### src/rtl/muldiv_hilo.sv
// HI/LO multiply-divide unit: latches operands for an external combinational multiplier
// and runs a 32-step restoring signed divider, writing results into the HI/LO registers.
module muldiv_hilo #(
    parameter int MULT_CYCLES = 2
) (
    input  logic        clk,
    input  logic        rst_n,
    input  logic        start_mult,
    input  logic        start_div,
    input  logic [31:0] op_a,
    input  logic [31:0] op_b,
    output logic [31:0] mult_a,
    output logic [31:0] mult_b,
    input  logic [31:0] mult_hi,
    input  logic [31:0] mult_lo,
    input  logic        hi_we,
    input  logic        lo_we,
    input  logic [31:0] wdata,
    output logic        busy,
    output logic        done,
    output logic        div_zero,
    output logic [31:0] hi,
    output logic [31:0] lo
);

    typedef enum logic [2:0] {
        IDLE,
        MULT_WAIT,
        DIV_RUN,
        DIV_FIX,
        DONE
    } state_t;

    localparam logic [4:0] MULT_LAST = 5'(MULT_CYCLES - 1);
    localparam logic [4:0] DIV_LAST  = 5'd31;

    state_t      state, state_nxt;
    logic [4:0]  cnt;
    logic [31:0] rem, quo, dvsr;
    logic        neg_q, neg_r, dz;
    logic        busy_nxt, done_nxt, div_zero_nxt;
    logic [31:0] rem_sh;
    logic [32:0] trial;

    // One restoring step: shift the next dividend bit into the partial remainder and try a subtract.
    assign rem_sh = {rem[30:0], quo[31]};
    assign trial  = {1'b0, rem_sh} - {1'b0, dvsr};

    // NOTE: sequential state is written with non-blocking assignments so every flop samples pre-edge values.
    always_ff @(posedge clk or negedge rst_n) begin
        if (!rst_n) begin
            state <= IDLE;
        end else begin
            state <= state_nxt;
        end
    end

    // NOTE: every combinational output gets a default first so no path leaves it unassigned (no latch).
    always_comb begin
        state_nxt = state;
        case (state)
            IDLE: begin
                if (start_mult)     state_nxt = MULT_WAIT;
                else if (start_div) state_nxt = DIV_RUN;
            end
            MULT_WAIT: if (cnt == MULT_LAST) state_nxt = DONE;
            DIV_RUN: begin
                if (dz)                   state_nxt = DONE;
                else if (cnt == DIV_LAST) state_nxt = DIV_FIX;
            end
            DIV_FIX: state_nxt = DONE;
            DONE:    state_nxt = IDLE;
            default: state_nxt = IDLE;
        endcase
    end

    // Status outputs are decoded from the next state and registered alongside it.
    always_comb begin
        busy_nxt     = (state_nxt != IDLE);
        done_nxt     = (state_nxt == DONE);
        div_zero_nxt = (state == DIV_RUN) && dz;
    end

    always_ff @(posedge clk or negedge rst_n) begin
        if (!rst_n) begin
            busy     <= 1'b0;
            done     <= 1'b0;
            div_zero <= 1'b0;
        end else begin
            busy     <= busy_nxt;
            done     <= done_nxt;
            div_zero <= div_zero_nxt;
        end
    end

    // NOTE: every datapath register is reset too, so an aborted operation leaves nothing behind.
    always_ff @(posedge clk or negedge rst_n) begin
        if (!rst_n) begin
            hi     <= '0;
            lo     <= '0;
            mult_a <= '0;
            mult_b <= '0;
            cnt    <= '0;
            rem    <= '0;
            quo    <= '0;
            dvsr   <= '0;
            neg_q  <= 1'b0;
            neg_r  <= 1'b0;
            dz     <= 1'b0;
        end else begin
            case (state)
                IDLE: begin
                    if (hi_we) hi <= wdata;
                    if (lo_we) lo <= wdata;
                    cnt <= '0;
                    if (start_mult || start_div) begin
                        mult_a <= op_a;
                        mult_b <= op_b;
                        rem    <= '0;
                        quo    <= op_a[31] ? -op_a : op_a;
                        dvsr   <= op_b[31] ? -op_b : op_b;
                        neg_q  <= op_a[31] ^ op_b[31];
                        neg_r  <= op_a[31];
                        dz     <= (op_b == 32'd0);
                    end
                end
                MULT_WAIT: begin
                    if (cnt == MULT_LAST) begin
                        hi <= mult_hi;
                        lo <= mult_lo;
                    end else begin
                        cnt <= cnt + 5'd1;
                    end
                end
                DIV_RUN: begin
                    if (!dz) begin
                        rem <= trial[32] ? rem_sh : trial[31:0];
                        quo <= {quo[30:0], ~trial[32]};
                        cnt <= cnt + 5'd1;
                    end
                end
                DIV_FIX: begin
                    // Quotient truncates toward zero; remainder follows the dividend's sign.
                    lo <= neg_q ? -quo : quo;
                    hi <= neg_r ? -rem : rem;
                end
                default: ;
            endcase
        end
    end

endmodule
### config.mk
export PLATFORM = sky130hd
export DESIGN_NAME = muldiv_hilo
export DESIGN_NICKNAME = d
export VERILOG_FILES = /design/src/rtl/muldiv_hilo.sv
export SDC_FILE = /design/constraint.sdc
export NUM_CORES = 1
export LEC_CHECK = 0
export CAP_MARGIN = 40
export CORE_ASPECT_RATIO = 0.8
export CORE_MARGIN = 4
export CORE_UTILIZATION = 45
export DETAILED_ROUTE_END_ITERATION = 12
export GPL_TIMING_DRIVEN = 0
export PLACE_DENSITY_LB_ADDON = 0.08
export SYNTH_ARGS = -nofsm -noshare
export SYNTH_HDL_FRONTEND = slang
export SYNTH_SLANG_ARGS = --single-unit
export TNS_END_PERCENT = 5
### constraint.sdc
create_clock -name clk -period 4.06 [get_ports clk]
set_input_delay 0.406 -clock clk [delete_from_list [all_inputs] [get_ports clk]]
set_output_delay 0.406 -clock clk [all_outputs]
set_load 0.05 [all_outputs]
### After elaboration in Yosys (flattened, before gate mapping)

Index checks and enable logic that the tools add are counted.

* word-level logic and storage cells: 74
* flip-flop bits (word level): 238
* output and inout bits: 131
* bits of input ports: 166

* mux-type cells: 26
* equal/unequal tests: 12
* bitwise gates (word level): 2
* add/subtract/negate cells: 6
* reduce and logical (&&, ||, !) cells: 13

Operator list (count)
* $mux W32: 13
* $pmux W32 S3: 2
* $neg A32 Y32: 4
* $pmux W32 S2: 2
* $sub A32 B32 Y33: 1
* $logic_not A32 Y1: 1
* $mux W3: 5
* $pmux W5 S3: 1
* $ne A2 B2 Y1 const B: 6
* $pmux W3 S4: 1
* $reduce_and A3 Y1: 4
* $mux W5: 2
* $reduce_bool A3 Y1: 3
* $eq A3 B2 Y1 const B: 2
* $add A5 B1 Y5 const B: 1
* $eq A5 B1 Y1 const B: 1
* $eq A5 B5 Y1 const B: 1
* $eq A3 B1 Y1 const B: 1
* $eq A3 B3 Y1 const B: 1
* $logic_not A3 Y1: 1
* $reduce_and A2 Y1: 1
* $reduce_bool A2 Y1: 1
* $logic_and A1 B1 Y1: 1
* $logic_or A1 B1 Y1: 1
* 2 further kinds: 2

### Longest topological paths before layout

Gate-level depths: netlist (run 1).

* word-level depth: 5
* depth in mapped cells: 13
* mapped depth without buffers: 12

### Worst setup path after synthesis (run 1)

OpenSTA, ideal clock, no wires.

* path type: register to register
* from: reg quo[31]
* to: reg rem[0]
* stages on the path, launching flop included: 14
* arrival time: 2.850 ns
* clock period less this slack: 2.971 ns
* library setup time: 0.121 ns
* setup slack: 1.089 ns
* path buffers: 1
* cells stage by stage: dfrtp_1 -> inv_1 -> ha_1 -> fa_1 -> nand2b_1 -> a21oi_1 -> o211ai_1 -> a31oi_1 -> a31o_2 -> a41oi_1 -> clkbuf_1 -> nand2_1 -> o21ai_0 -> a22o_1

* word-level cells in the longest chain between the ends: 4

RTL lines
* start: declaration: line 39 `logic [31:0] rem, quo, dvsr;`
* start signal: assignment: line 120 `quo <= op_a[31] ? -op_a : op_a;`
* start signal: assignment: line 138 `quo <= {quo[30:0], ~trial[32]};`
* $sub A32 B32 Y33: line 47 `assign trial = {1'b0, rem_sh} - {1'b0, dvsr};`
* $mux W32 *: line 137 `rem <= trial[32] ? rem_sh : trial[31:0];`
* $mux W32 *: line 136 `if (!dz) begin`
* $pmux W32 S2 *: line 111 `case (state)`
* end signal: assignment: line 137
* end: declaration: line 39

Mark *: on every way between the ends. The rest lies on a longest branch, timed or not. The select of a mux whose other input is x is not followed.
A chain may end at the register's enable or synchronous reset.

### Worst setup path in the final report (run 1)

* from: reg rem[0]
* to: reg rem[26]

* word-level cells in the longest chain between the ends: 4

RTL lines (line)
* $sub A32 B32 Y33: 47
* $mux W32: 137
* $mux W32: 136
* $pmux W32 S2: 111

No other way between the ends. The select of a mux whose other input is x is not followed.

==> results of run 1 <==
synthesized netlist by cell type (all sizes together) (12+ instances only):
cell    instances  area, um^2
o41ai          17         164
o31ai          30         244
nor4           12        75.1
a222oi         15         150
or4            20         158
nand2         387        1450
mux2i          17         170
a221oi         12         105
dfrtp         236        5910
a211oi         36         270
ha             40         500
nand3          14        70.1
or3            25         186
clkbuf        101         379
a22o           21         184
xnor2          61         534
xor2           82         718
o21ai         160         801
inv            51         191
a21oi         124         621
a21o           16         120
a31oi          27         169
nor2          153         574
buf            13        57.6
flip-flops by register name (all words and copies together) (netlist names), 3 cells and up:
register  flops
mult_b       32
cnt           5
quo          32
rem          32
dvsr         31
hi           32
mult_a       32
state         3
lo           32
per-layer routing:
metal / wire [um] / track usage, % / part of all wire (%) / vias up
li1: - / - / - / 6938
met1: 25000 / 44.2 / 46 / 7044
met2: 23000 / 43.4 / 42 / 638
met3: 5220 / 8.13 / 9.5 / 103
met4: 1590 / 7.40 / 2.9 / 0
met5: 0 / 0 / 0 / -
what timing repair did:
| item | in CTS | in global routing |
|---|---|---|
| hold buffers | 1 | 0 |
| endpoints found under the setup margin | 0 | 31 |
| hold endpoints to repair | 69 | 0 |
| resized for setup | 0 | 2 |
worst paths after layout:
check,to,cells past startpoint
setup / recovery,rem[26],11
hold / removal,rem[31],2
setup reg to reg,rem[26],11
hold reg to reg,mult_b[9],2
max in group asynchronous,mult_a[23],4
min in group clk,mult_a[19],3
layout by cell type (no fill, tap or decap), types with 15 or more instances in the layout:
master	n
nand2_1	387
clkdlybuf4s50_1	295
dfrtp_1	236
o21ai_0	159
nor2_1	153
a21oi_1	124
clkbuf_1	104
xor2_1	82
xnor2_1	61
inv_1	51
ha_1	40
a211oi_1	36
o31ai_1	28
clkbuf_16	27
a31oi_1	26
a22o_1	21
or3_1	19
or4_1	18
mux2i_1	17
a21o_1	16
o41ai_1	15
a222oi_1	15
through the flow:
step,area [um^2],power [uW]
after global placement,18100,14300
after CTS,19100,17100
after global routing,19200,18200
final,19200,17100
after floorplan,14600,10700
after detailed placement,18200,14400
logic make-up after synthesis:
group / count (synthesis) / share of synthesized area [%]
muxes: 18 / 1.24
buffers and inverters: 165 / 4.29
and+or+nand+nor: 677 / 20.1
DFF: 236 / 40.3
adders and majority gates: 42 / 3.62
xor gates and xnor gates: 143 / 8.56
AOI/OAI and AO/OA: 503 / 21.9
worst max-delay path, delay by kind of cell, from the launching register on:
kind / cells / cell delay [ns]
adders and majority gates: 1 / 0.47
muxes: 1 / 0.28
buffers and inverters: 2 / 0.53
AOI/OAI and AO/OA: 6 / 1.43
DFF: 1 / 0.55
and+or+nand+nor: 1 / 0.18
final cells by class:
class | count | area (um^2) | share of cell area, %
timing repair buffer | 302 | 3060 | 15.9
sequential | 236 | 5910 | 30.8
antenna | 3 | 7.51 | 0.0392
tap | 420 | 526 | 2.74
buffer | 114 | 437 | 2.28
clock inverter | 18 | 203 | 1.06
inverter | 51 | 191 | 0.999
clock buffer | 32 | 714 | 3.73
multi-input combinational | 1383 | 8120 | 42.4
power by group:
| group | leakage (uW) | internal, uW | switching (uW) |
|---|---|---|---|
| registers | 0.00291 | 3400 | 809 |
| clock network | 0.000445 | 1470 | 1100 |
| logic | 0.00495 | 3280 | 7100 |
==> run_results.csv, run 1 <==
group,metric,value,unit
status,status,"finished, final reports clean",
route,drt_iter0_markers,1303,
sta,fin_crit_sh,89.0,%
placement,place_congestion,0.956,
sta,fin_worst_skew,0.0128,ns
critical_path,required,4.47,ns
yosys,async_reset_ff_share,100,%
yosys,syn_avg_cell_area,8.20,um^2
power_and_ir_drop,vdd_drop_max,0.000615,V
sta,hold_ws,0.403,ns
cells_and_area,finalNonFillerCells,2559,
clocking,cts_setup_buffers,0,
floorplan,rows,58,
route,routed_wirelength,54800,um
floorplan,initial_core_util,46.0,%
sta,finalMaxSlewViolations,0,
floorplan,chipWidth,210,um
global_route,grt_max_degree,96,
critical_path,r2r_setup_slack,0.45,ns
placement,dp_slack,0.224,ns
sta,rsz0062_at_grt,"false",
route,ant_nets,0,
critical_path,critPathLaunchType,"flop",
global_route,grt_use_total,29.8,%
placement,dp.final_hpwl,43000,um
clocking,clk_pin_slew,0.06,ns
clocking,cts_root_buffer,"clkbuf_16",
floorplan,num_io_pins,297,
power_and_ir_drop,leakagePower,0.00830,uW
critical_path,rr_startpoint,"rem[0]",
sta,tightest_slew,0.931,ns
yosys,ys.flop_type,"dfrtp_1",
yosys,ys_ff_latch,236,
global_route,antenna_found_initial,3,
clocking,numCtsBuffers,27,
floorplan,die_h,169,um
yosys,seq_area_frac_synth,40.3,%
yosys,syn_area,14600,um^2
critical_path,path_cells,"inv_1 -> fa_1 -> nand2b_1 -> a21oi_1 -> o211ai_1 -> a31oi_2 -> a31o_2 -> a41oi_2 -> clkbuf_1 -> mux2i_1 -> o21ai_0",
yosys,synth_edf_count,0,
min_path,hp-class,"input port to async pin",
yosys,synth.net_count,1991,
critical_path,critPathSlowestCell,"dfrtp_1",
sta,hold_violations,0,
clocking,h-tree-depth,1,
sta,clock.fmax,277,MHz
cells_and_area,drive_gt1_share,3.79,%
route,vias_per_cell,5.75,
cells_and_area,fin_nets,2322,
critical_path,end_kind,"flop",
route,dr.pass1.iters,7,
clocking,cts_sinks,236,
sta,period_minus_slack,3.61,ns
clocking,cts_tree,"built",
cells_and_area,nFillCells,2897,
critical_path,critPathLaunch,"rem[0]",
yosys,yosys_warnings,0,
placement,dp_cells,2505,
floorplan,core_area,31800,um^2
sta,setup_viol,0,
route,drc,0,
route,wl_per_cell,21.4,um
critical_path,crit_type,"flop to flop",
sta,setup_tns,0,ns
placement,io_buffers,296,
clocking,clock_latency,0.56,ns
job,maxCapViolCount,0,
global_route,grt_remaining_overflow,0,
global_route,grt_pass1_wl,83700,um
critical_path,cp_slowest_stage_delay,0.55,ns
global_route,grt_pass1_vias,14100,
cells_and_area,final_core_util,60.3,%
clocking,cts.path.max_buffers,3,
yosys,synthCells,1784,
sta,worst_slack,0.447,ns
yosys,yosys.cell_types.count,66,
critical_path,cp.arrival,4.03,ns
critical_path,cp_max_fo,10,
power_and_ir_drop,p_per_area,895,nW/um^2
route,via_count,14700,
cells_and_area,synthToLayoutAreaGrowth,30.9,%
sta,timing.slew.headroom,36.3,%
floorplan,die_area,35500,um^2
Power figures use the tool's default switching activity.
==> run 2: changes to the inputs <==
ABC_CLOCK_PERIOD_IN_PS = 4059   (was default)
MAX_ROUTING_LAYER = met4   (was default)
==> run_results.csv, run 2 (same netlist as run 1, synthesis figures left out) <==
group,metric,value,unit
status,status,"finished, final reports clean",
sta,fin_worst_skew,0.0119,ns
floorplan,rows,58,
global_route,met3_usage,7.50,%
route,dr.pass1.iters,8,
global_route,grt_max_degree,96,
floorplan,die_area,35500,um^2
route,drc,0,
sta,clock.fmax,273,MHz
critical_path,critPathLaunch,"rem[6]",
global_route,top_usage_layer,"met2",
clocking,cts_sinks,236,
cells_and_area,nFillCells,2930,
power_and_ir_drop,vdd_drop_max,0.000561,V
power_and_ir_drop,pwr-share-clk,14.2,%
critical_path,rr_startpoint,"rem[6]",
route,vias_per_cell,5.79,
power_and_ir_drop,switching_share,52.8,%
global_route,antenna_found_initial,2,
global_route,grt_pass1_wl,84300,um
power_and_ir_drop,p_per_area,892,nW/um^2
clocking,cts_tree,"built",
route,drt_iter0_markers,1412,
power_and_ir_drop,power_frac_seq,24.8,%
clocking,cts_root_buffer,"clkbuf_16",
power_and_ir_drop,leakagePower,0.00826,uW
critical_path,r2r_setup_slack,0.40,ns
placement,io_buffers,296,
power_and_ir_drop,power_frac_comb,61.0,%
critical_path,critPathLaunchType,"flop",
sta,setup_viol,0,
power_and_ir_drop,p_int,8020,uW
clocking,h-tree-depth,1,
global_route,grt_remaining_overflow,0,
critical_path,cp_max_fo,10,
floorplan,num_io_pins,297,
sta,tightest_slew,0.861,ns
global_route,grt_use_total,30.8,%
sta,timing.slew.headroom,42.6,%
cells_and_area,final_common_cell,"nand2_1",
sta,hold_violations,0,
power_and_ir_drop,total_power,17000,uW
critical_path,cp.arrival,4.07,ns
critical_path,end_kind,"flop",
floorplan,core_area,31800,um^2
clocking,clk_pin_slew,0.06,ns
critical_path,required,4.47,ns
floorplan,die_h,169,um
sta,fin_crit_sh,90.1,%
min_path,hp-class,"input port to async pin",
critical_path,ff2ff_path_depth,10,
route,ant_nets,0,
global_route,grt_pass1_vias,14400,
sta,rsz0062_at_grt,"false",
cells_and_area,fin_nets,2321,
placement,place_congestion,0.970,
cells_and_area,drive_gt1_share,3.33,%
route,via_count,14800,
global_route,grt_use_met2,44.7,%
floorplan,initial_core_util,46.0,%
route,routed_wirelength,55100,um
clocking,clock_latency,0.56,ns
sta,finalMaxSlewViolations,0,
route,wl_per_cell,21.6,um
clocking,numCtsBuffers,27,
clocking,cts_setup_buffers,0,
cells_and_area,synthToLayoutAreaGrowth,30.2,%
cells_and_area,final_cell_mix,"nand2_1, clkdlybuf4s50_1, dfrtp_1",
job,maxCapViolCount,0,
power_and_ir_drop,netSwitchingPower,8970,uW
cells_and_area,multi_input_area,8120,um^2
global_route,met1_usage,44.0,%
floorplan,chipWidth,210,um
placement,dp.final_hpwl,43200,um
critical_path,crit_type,"flop to flop",
clocking,cts.path.max_buffers,3,
sta,period_minus_slack,3.66,ns
cells_and_area,area.sequential,5910,um^2
critical_path,regToRegEndpoint,"rem[26]",
cells_and_area,final_core_util,60.0,%
critical_path,cp-endpoint,"rem[26]",
run 2: changes by cell type in the layout (fill, tap and decap cells not counted), sizes merged:
cell      change
diode         -1
clkinv        -3
clkbuf        +3
bufinv        -1
inv           -1
buf           -1
clkinvlp      -3
run 2: layer usage:
layer / up-vias / wire, um / part of all wire (%)
met5: - / 0 / 0
met4: 0 / 1400 / 2.5
met3: 87 / 4970 / 9.0
met2: 640 / 23400 / 42
met1: 7113 / 25400 / 46
li1: 6930 / - / -
run 2: critical path, cell delays in order (launching register included):
cell and delay, ns:
dfrtp_1 0.49, ha_1 0.45, a21oi_1 0.24, nand2_1 0.08, o211ai_1 0.30, a31oi_2 0.23
a31o_2 0.35, a41oi_2 0.46, clkbuf_1 0.55, mux2i_1 0.26, o21ai_0 0.09
run 2: final cells by class:
cell class                      instances  share of cell area [%]
Multi-Input combinational cell       1383                    42.6
Sequential cell                       236                    31.0
Timing Repair Buffer                  301                    16.0
Clock buffer                           35                    3.76
Tap cell                              420                    2.76
Buffer                                114                    2.29
Inverter                               51                    1.00
Clock inverter                         10                   0.565
Antenna cell                            2                  0.0263
run 2: worst min path at each step:
stage	end	slack [ns]	depth (start not counted)
6_report	rem[31]	0.38	2
5_1_grt	rem[31]	0.44	2
4_1_cts	rem[31]	0.40	2
3_5_place_dp	rem[31]	0.40	1
3_3_place_gp	mult_b[18]	0.46	2
2_1_floorplan	busy	0.11	0
run 2: metrics by stage:
stage          worst slack (ns)  hold WS, ns  TNS (ns)  cells  instance area, um^2
6_report                  0.403        0.384         0   2552                19100
5_1_grt                   0.162        0.441         0   2552                19100
4_1_cts                   0.205        0.402         0   2550                19000
3_5_place_dp              0.208        0.398         0   2504                18200
3_3_place_gp              -7.96        0.458  -1890.72   2500                18100
2_1_floorplan              1.09        0.110         0   1784                14600
run 2: power groups by stage:
stage / Sequential, uW / Combinational, uW / Clock (uW)
after floorplan: 6180 / 4560 / 0
after global placement: 4180 / 10100 / 0
after global routing: 4350 / 11200 / 2540
final: 4220 / 10400 / 2410
after detailed placement: 4220 / 10200 / 0
after CTS: 4190 / 10300 / 2430
run 2: timing repair:
| action | CTS | global route |
|---|---|---|
| resized for setup | 0 | 2 |
| hold endpoints to repair | 64 | 0 |
| endpoints found under the setup margin | 0 | 32 |
| hold buffers | 1 | 0 |
